`config.mk`:
```
export PLATFORM = sky130hd
export DESIGN_NAME = bus_arbiter
export DESIGN_NICKNAME = d
export VERILOG_FILES = /design/src/rtl/bus_arbiter.sv
export SDC_FILE = /design/constraint.sdc
export NUM_CORES = 1
export LEC_CHECK = 0
export ABC_AREA = 0
export CORE_MARGIN = 2
export CORE_UTILIZATION = 45
export DETAILED_ROUTE_END_ITERATION = 12
export PLACE_DENSITY = 0.65
export RECOVER_POWER = 25
export SLEW_MARGIN = 20
export SYNTH_ARGS = -nofsm -noshare
export SYNTH_HDL_FRONTEND = slang
export SYNTH_SLANG_ARGS = --single-unit
export TNS_END_PERCENT = 20
```
`constraint.sdc`:
```
create_clock -name clk -period 3.4 [get_ports clk]
set_input_delay 0.34 -clock clk [delete_from_list [all_inputs] [get_ports clk]]
set_output_delay 0.34 -clock clk [all_outputs]
set_load 0.005 [all_outputs]
```
`src/rtl/bus_arbiter.sv`:
```
// Two-master round-robin bus arbiter.
// A contended grant is held for at most MAX_HOLD cycles before handover.
module bus_arbiter #(
  parameter int unsigned MAX_HOLD = 16
) (
  input  logic clk,
  input  logic reset_n,
  input  logic M0_req,
  input  logic M1_req,
  output logic M0_grant,
  output logic M1_grant,
  output logic M_sel,
  output logic bus_busy
);

  typedef enum logic [1:0] {
    IDLE,
    GRANT0,
    GRANT1
  } state_t;

  localparam logic [7:0] HOLD_MAX = 8'(MAX_HOLD - 1);

  state_t     state, state_nx;
  logic [7:0] hold_cnt, hold_nx;
  logic       last, last_nx;

  always_comb begin
    state_nx = state;
    hold_nx  = '0;
    last_nx  = last;
    unique case (state)
      IDLE: begin
        if (M0_req && M1_req)
          state_nx = last ? GRANT0 : GRANT1;
        else if (M0_req)
          state_nx = GRANT0;
        else if (M1_req)
          state_nx = GRANT1;
      end
      GRANT0: begin
        if (!M0_req)
          state_nx = M1_req ? GRANT1 : IDLE;
        else if (M1_req) begin
          if (hold_cnt == HOLD_MAX)
            state_nx = GRANT1;
          else
            hold_nx = hold_cnt + 8'd1;
        end
      end
      GRANT1: begin
        if (!M1_req)
          state_nx = M0_req ? GRANT0 : IDLE;
        else if (M0_req) begin
          if (hold_cnt == HOLD_MAX)
            state_nx = GRANT0;
          else
            hold_nx = hold_cnt + 8'd1;
        end
      end
      default: state_nx = IDLE;
    endcase
    if (state_nx == GRANT0 && state != GRANT0)
      last_nx = 1'b0;
    if (state_nx == GRANT1 && state != GRANT1)
      last_nx = 1'b1;
  end

  always_ff @(posedge clk or negedge reset_n) begin
    if (!reset_n) begin
      state    <= IDLE;
      hold_cnt <= '0;
      last     <= 1'b1;
    end else begin
      state    <= state_nx;
      hold_cnt <= hold_nx;
      last     <= last_nx;
    end
  end

  // Outputs come straight from flops fed by the next-state decode.
  always_ff @(posedge clk or negedge reset_n) begin
    if (!reset_n) begin
      M0_grant <= 1'b0;
      M1_grant <= 1'b0;
      M_sel    <= 1'b0;
      bus_busy <= 1'b0;
    end else begin
      M0_grant <= (state_nx == GRANT0);
      M1_grant <= (state_nx == GRANT1);
      M_sel    <= (state_nx == GRANT1);
      bus_busy <= (state_nx != IDLE);
    end
  end

endmodule

```
# == Word level (Yosys, flattened, before mapping) ==
# Index checks and enable logic that the tools add are counted.
# word_totals
inputBits,4
regBits,14
word_cells,41
output_inout_bits,4
# classes
eq_ne,7
n_reduce_logical,6
mux,21
addsub,1
# ops
operator,n
8-bit 2-to-1 mux,5
2-bit 2-to-1 mux,11
8-bit case mux with 2 select lines,1
"8-bit by 1-bit adder with 8-bit output, second input constant",1
"8-bit by 4-bit equality test with 1-bit output, second input constant",1
2-bit case mux with 3 select lines,1
"2-bit by 1-bit equality test with 1-bit output, second input constant",2
"2-bit equality test, second input constant",2
2-bit nonzero test,2
1-bit logical AND,3
1-bit 2-to-1 mux,3
2-bit logical NOT,1
"2-bit by 1-bit inequality test with 1-bit output, second input constant",1
"2-bit inequality test, second input constant",1

# == Depth between registers and ports, before layout ==
# logic_depth
depth_word,9
ltp_mapped,7
depth_no_buf,7

# == Worst setup path after synthesis ==
# OpenSTA, ideal clock, no wires.
# synth_path
path_kind,register to register
from,register hold_cnt[0]
to,register bus_busy
slack_ns,1.638
n_path_buf,1
t_arrival_ns,1.644
stages_incl_launch_ff,8
setup_time_ns,0.118
synth_period_minus_slack_ns,1.762
required_ns,3.282
cell_sequence,dfrtp_1 ha_1 and3_1 clkbuf_2 a31o_1 a221oi_2 or2_2 nand2_1
# synth_between
elab_chain_cells,6
word_cells_on_any_way,9
classes_between,1 x eq/ne; 7 x mux; 1 x reduce/logical
# synth_rtl
element,line_no,rtl
"start, declared",25,"logic [7:0] hold_cnt, hold_nx;"
"start signal, assigned",76,hold_cnt <= hold_nx;
8-bit by 4-bit equality test with 1-bit output (*),"45, 55",
2-bit 2-to-1 mux (on tied branches),"55, 45",
2-bit 2-to-1 mux (on tied branches),"54, 44",
2-bit 2-to-1 mux (on tied branches),"52, 42",
2-bit case mux with 3 select lines (*),32,unique case (state)
2-bit nonzero test (*),92,bus_busy <= (state_nx != IDLE);
"end signal, assigned",92,
"end, declared",13,output logic bus_busy
# Mark *: on every way between the ends. The rest lies on a longest branch, timed or not.
# A chain may end at the register's enable or synchronous reset.

# == Worst setup path in the final report ==
# layout_path
from,register state[0]
to,register last
# layout_between
elab_chain_cells,7
word_cells_on_any_way,21
classes_between,6 x eq/ne; 11 x mux; 4 x reduce/logical
# layout_rtl
element,line_no,rtl
"start, declared",24,"state_t state, state_nx;"
"start signal, assigned",75,state <= state_nx;
2-bit 2-to-1 mux (on tied branches),"55, 38, 45",
2-bit 2-to-1 mux (on tied branches),"54, 36, 44",
2-bit 2-to-1 mux (on tied branches),"52, 34, 42",
2-bit case mux with 3 select lines,32,
2-bit equality test / 2-bit by 1-bit equality test with 1-bit output (equally long branches),"65, 63",
1-bit logical AND (on tied branches),"65, 63",
1-bit 2-to-1 mux / 2-bit nonzero test (equally long branches),-,
"end signal, assigned",77,last <= last_nx;
"end, declared",26,"logic last, last_nx;"
# Several ways; a longest one is shown, not always the timed one.

==> results by group <==
GRT
  – Vias in the first global route: 529
  – Initial antenna violation count: 0
  – Pin count of the biggest net entering global routing: 15
  – First-pass GRT wire length: 2346 um
  – Gr ovfl total: 0
  – GRT Util Overall: between 10% and 20%

Layout
  – Antenna Cells: 0
  – Final #Nets: 100
  – Filler instances: 165
  – Area growth syn-to-layout: 12.24%
  – Layout cell share with drive strength beyond 1: 14.44%

Yosys
  – Mux cell area share after synthesis: 1.791%
  – Yosys warning total: 0
  – Cell variety after synth: 33
  – Largest family of logic cells by synthesized area: simple AND/OR/NAND/NOR gates
  – Compound-Gate Fraction of Synth Area: 14.18%
  – Post-synthesis xor/xnor area fraction: 6.269%
  – Simple-gate share of the synthesized area: 21.04%
  – Avg Synthesized Cell Area: roughly 10 um^2
  – Synth Instances: 83
  – Synth Register Bits: 14
  – Register area share after synthesis: 41.94%
  – Synth Area in Adders: 7.463%
  – Net count after synthesis: 92
  – Post-Syn Area: around 840 um^2

Placed design
  – Dpl hpwl: ~1100 um
  – GP Congestion: between 0.8 and 0.9
  – PortBufs: 7
  – Place WS: 1.185 ns

Setup path
  – Largest delay share family, worst path: compound AO/OA/AOI/OAI gates
  – CP Data Arrival Time: 2.20 ns
  – Reg-to-Reg End: last
  – WS Path Type: reg -> reg
  – Start of the worst register-to-register path: state[0]
  – Slowest CP cell: dfrtp_1
  – CP Capture Type: flip-flop
  – Startpoint Class: flip-flop
  – Worst path buffer plus inverter count: 1
  – Cells along the critical path: inv_1, ha_1, a21oi_1, o221ai_2, a211oi_1, or2_2, o31ai_1
  – Max stage delay on crit path: 0.46 ns
  – Flop2flop setup slack: 1.38 ns
  – Required time of the critical path: 3.59 ns
  – R2R cell count: 7
  – CP max FO: 7

STA
  – Final Skew: 0.003584 ns
  – Hold Vio Cnt, Final: 0
  – RSZ-0062 raised after global routing: false
  – Tightest Pin Transition: 0.6189 ns
  – Endpoints failing setup: 0
  – Period minus WS final: 2.016 ns
  – Worst hold margin: approximately 0.46 ns
  – Final period util: between 50% and 60%
  – Worst setup margin: approximately 1.4 ns
  – Highest clock rate: approximately 500 MHz
  – Setup_tns: 0 ns
  – Pins Over Slew Limit: 0
  – Slew Limit Headroom: 58.60%

Floorplan
  – DIE AREA: 2224 um^2
  – I/O pin cnt: 8
  – Die Y-Extent: between 40 and 50 um
  – Row Count: 15
  – Core ar.: about 1700 um^2
  – Starting Density: 48.03%
  – Die Wd: 47.16 um

Route
  – Initial drt markers: 13
  – Pre-Repair DR Iteration Count: 4
  – Vias: between 500 and 600
  – Remaining antenna violation count after routing: 0
  – Detailed Route WL: around 1500 um
  – DR vias/cell: 5.148
  – WL/cell: roughly 13 um
  – DRC: 0

Power and ir drop
  – Worst VDD drop: 0.3936 mV
  – Pwr dens: between 600 and 700 nW/um^2
  – Total Power: ~640 uW
  – Static Leak: approximately 0.00044 uW

CTS
  – Root Driver: clkbuf_4
  – Inserted Clock Buffers: 3
  – CTS max path bufs: 2
  – Clk_lat worst skew: 0.27 ns
  – CTS tree: yes
  – CTS Hold Bufs: 0
  – # clock sinks: 14
  – Post-CTS resize count: 0
  – Setup bufs post-CTS: 0
  – H-Tree Depth: 1
  – Worst-path clk slew: around 0.08 ns

Flow run
  – Max-Cap Viols: 0

Worst hold path
  – Hold Crit Class: reg -> reg
  – Worst hold endpoint: hold_cnt[0]
  – HP Start: hold_cnt[0]
  – Hold Path Cell Cnt: 1

Status
  – Status: finished, final reports clean
cell usage in the layout (no fill, tap or decap), types with 2 or more instances in the layout:
cell type and count:
xnor2_1 4, nand3_1 4, ha_1 5, and3_1 3, dfrtp_1 13, nand3b_1 2, clkbuf_4 3, nand2_1 5
or2_2 3, xor2_1 2, a21oi_1 4, clkdlybuf4s50_1 6, nor2_1 10, inv_1 6
Yosys cell counts:
cell       count  area [um^2]
inv_1          6        22.52
buf_4          1        7.510
ha_1           5        62.56
o31ai_1        1        7.510
buf_6          2        22.52
or2b_1         1        7.510
a31o_1         1        8.760
nor4_4         1        21.27
and2_1         1        6.260
o221ai_2       1        15.01
mux2_4         1        15.01
a211o_1        1        8.760
clkbuf_2       1        5.000
xnor2_1        4        35.03
o2111ai_1      1        8.760
or2_2          3        18.77
nor2b_1        1        6.260
o211ai_1       1        7.510
nor2_1        10        37.54
nand2_1        5        18.77
nand3_1        4        20.02
a211oi_1       1        7.510
and3_1         3        18.77
o41ai_1        1        8.760
nand2b_1       1        6.260
o2111a_1       1        11.26
nand3b_1       2        15.01
dfstp_2        1        26.28
dfrtp_1       13        325.3
inv_2          1        3.750
a21oi_1        4        20.02
a221oi_2       1        15.01
xor2_1         2        17.52
sequential cells by signal, summed over array words and instances, names as in the netlist:
register	flops
bus_busy	1
M_sel	1
last	1
state	2
M0_grant	1
hold_cnt	8
routing by layer:
metal / wire length, um / vias up / share of wire (%) / global-route usage [%]
met1: 719 / 277 / 49 / 21.24
met5: 0 / - / 0 / 0
met3: 66 / 0 / 4.5 / 5.769
li1: - / 298 / - / -
met4: 0 / 0 / 0 / 3.333
met2: 668 / 17 / 46 / 22.47
metrics by stage:
step / area, um^2 / instances / util (%)
floorplan: 838.3 / 83 / -
global placement: 904.6 / 111 / 51.83
detailed placement: 904.6 / 111 / 51.83
CTS: 940.9 / 115 / 53.91
global route: 940.9 / 115 / 53.91
finish: 940.9 / 115 / 53.91
worst max path at each step:
stage / startpoint / to / slack [ns] / depth (start not counted)
detailed placement: M1_req / last / 1.18 / 6
finish: state[0] / last / 1.38 / 7
global route: state[0] / last / 1.27 / 7
floorplan: hold_cnt[0] / bus_busy / 1.64 / 7
CTS: state[0] / last / 1.39 / 7
global placement: M1_req / bus_busy / 1.22 / 6
power by group:
group | internal (uW) | switching, uW
Combinational | 135 | 150
Clock | 65.1 | 51.2
Sequential | 207 | 35.0
Total | 407 | 237
cell families after synthesis:
kind of cell	count (synthesis)
fa+ha+maj	5
flops	14
mux	1
compound gates	14
simple gates	32
buf+inv	11
xor+xnor	6
layout make-up:
cell class	count	area [um^2]	area share (%)
Clock buffer	4	36.28	3.856
Inverter	7	26.28	2.793
Multi-Input combinational cell	58	425.4	45.21
Sequential cell	14	351.6	37.37
Tap cell	25	31.28	3.324
Timing Repair Buffer	7	70.07	7.447
(Power assumes the default switching activity.)
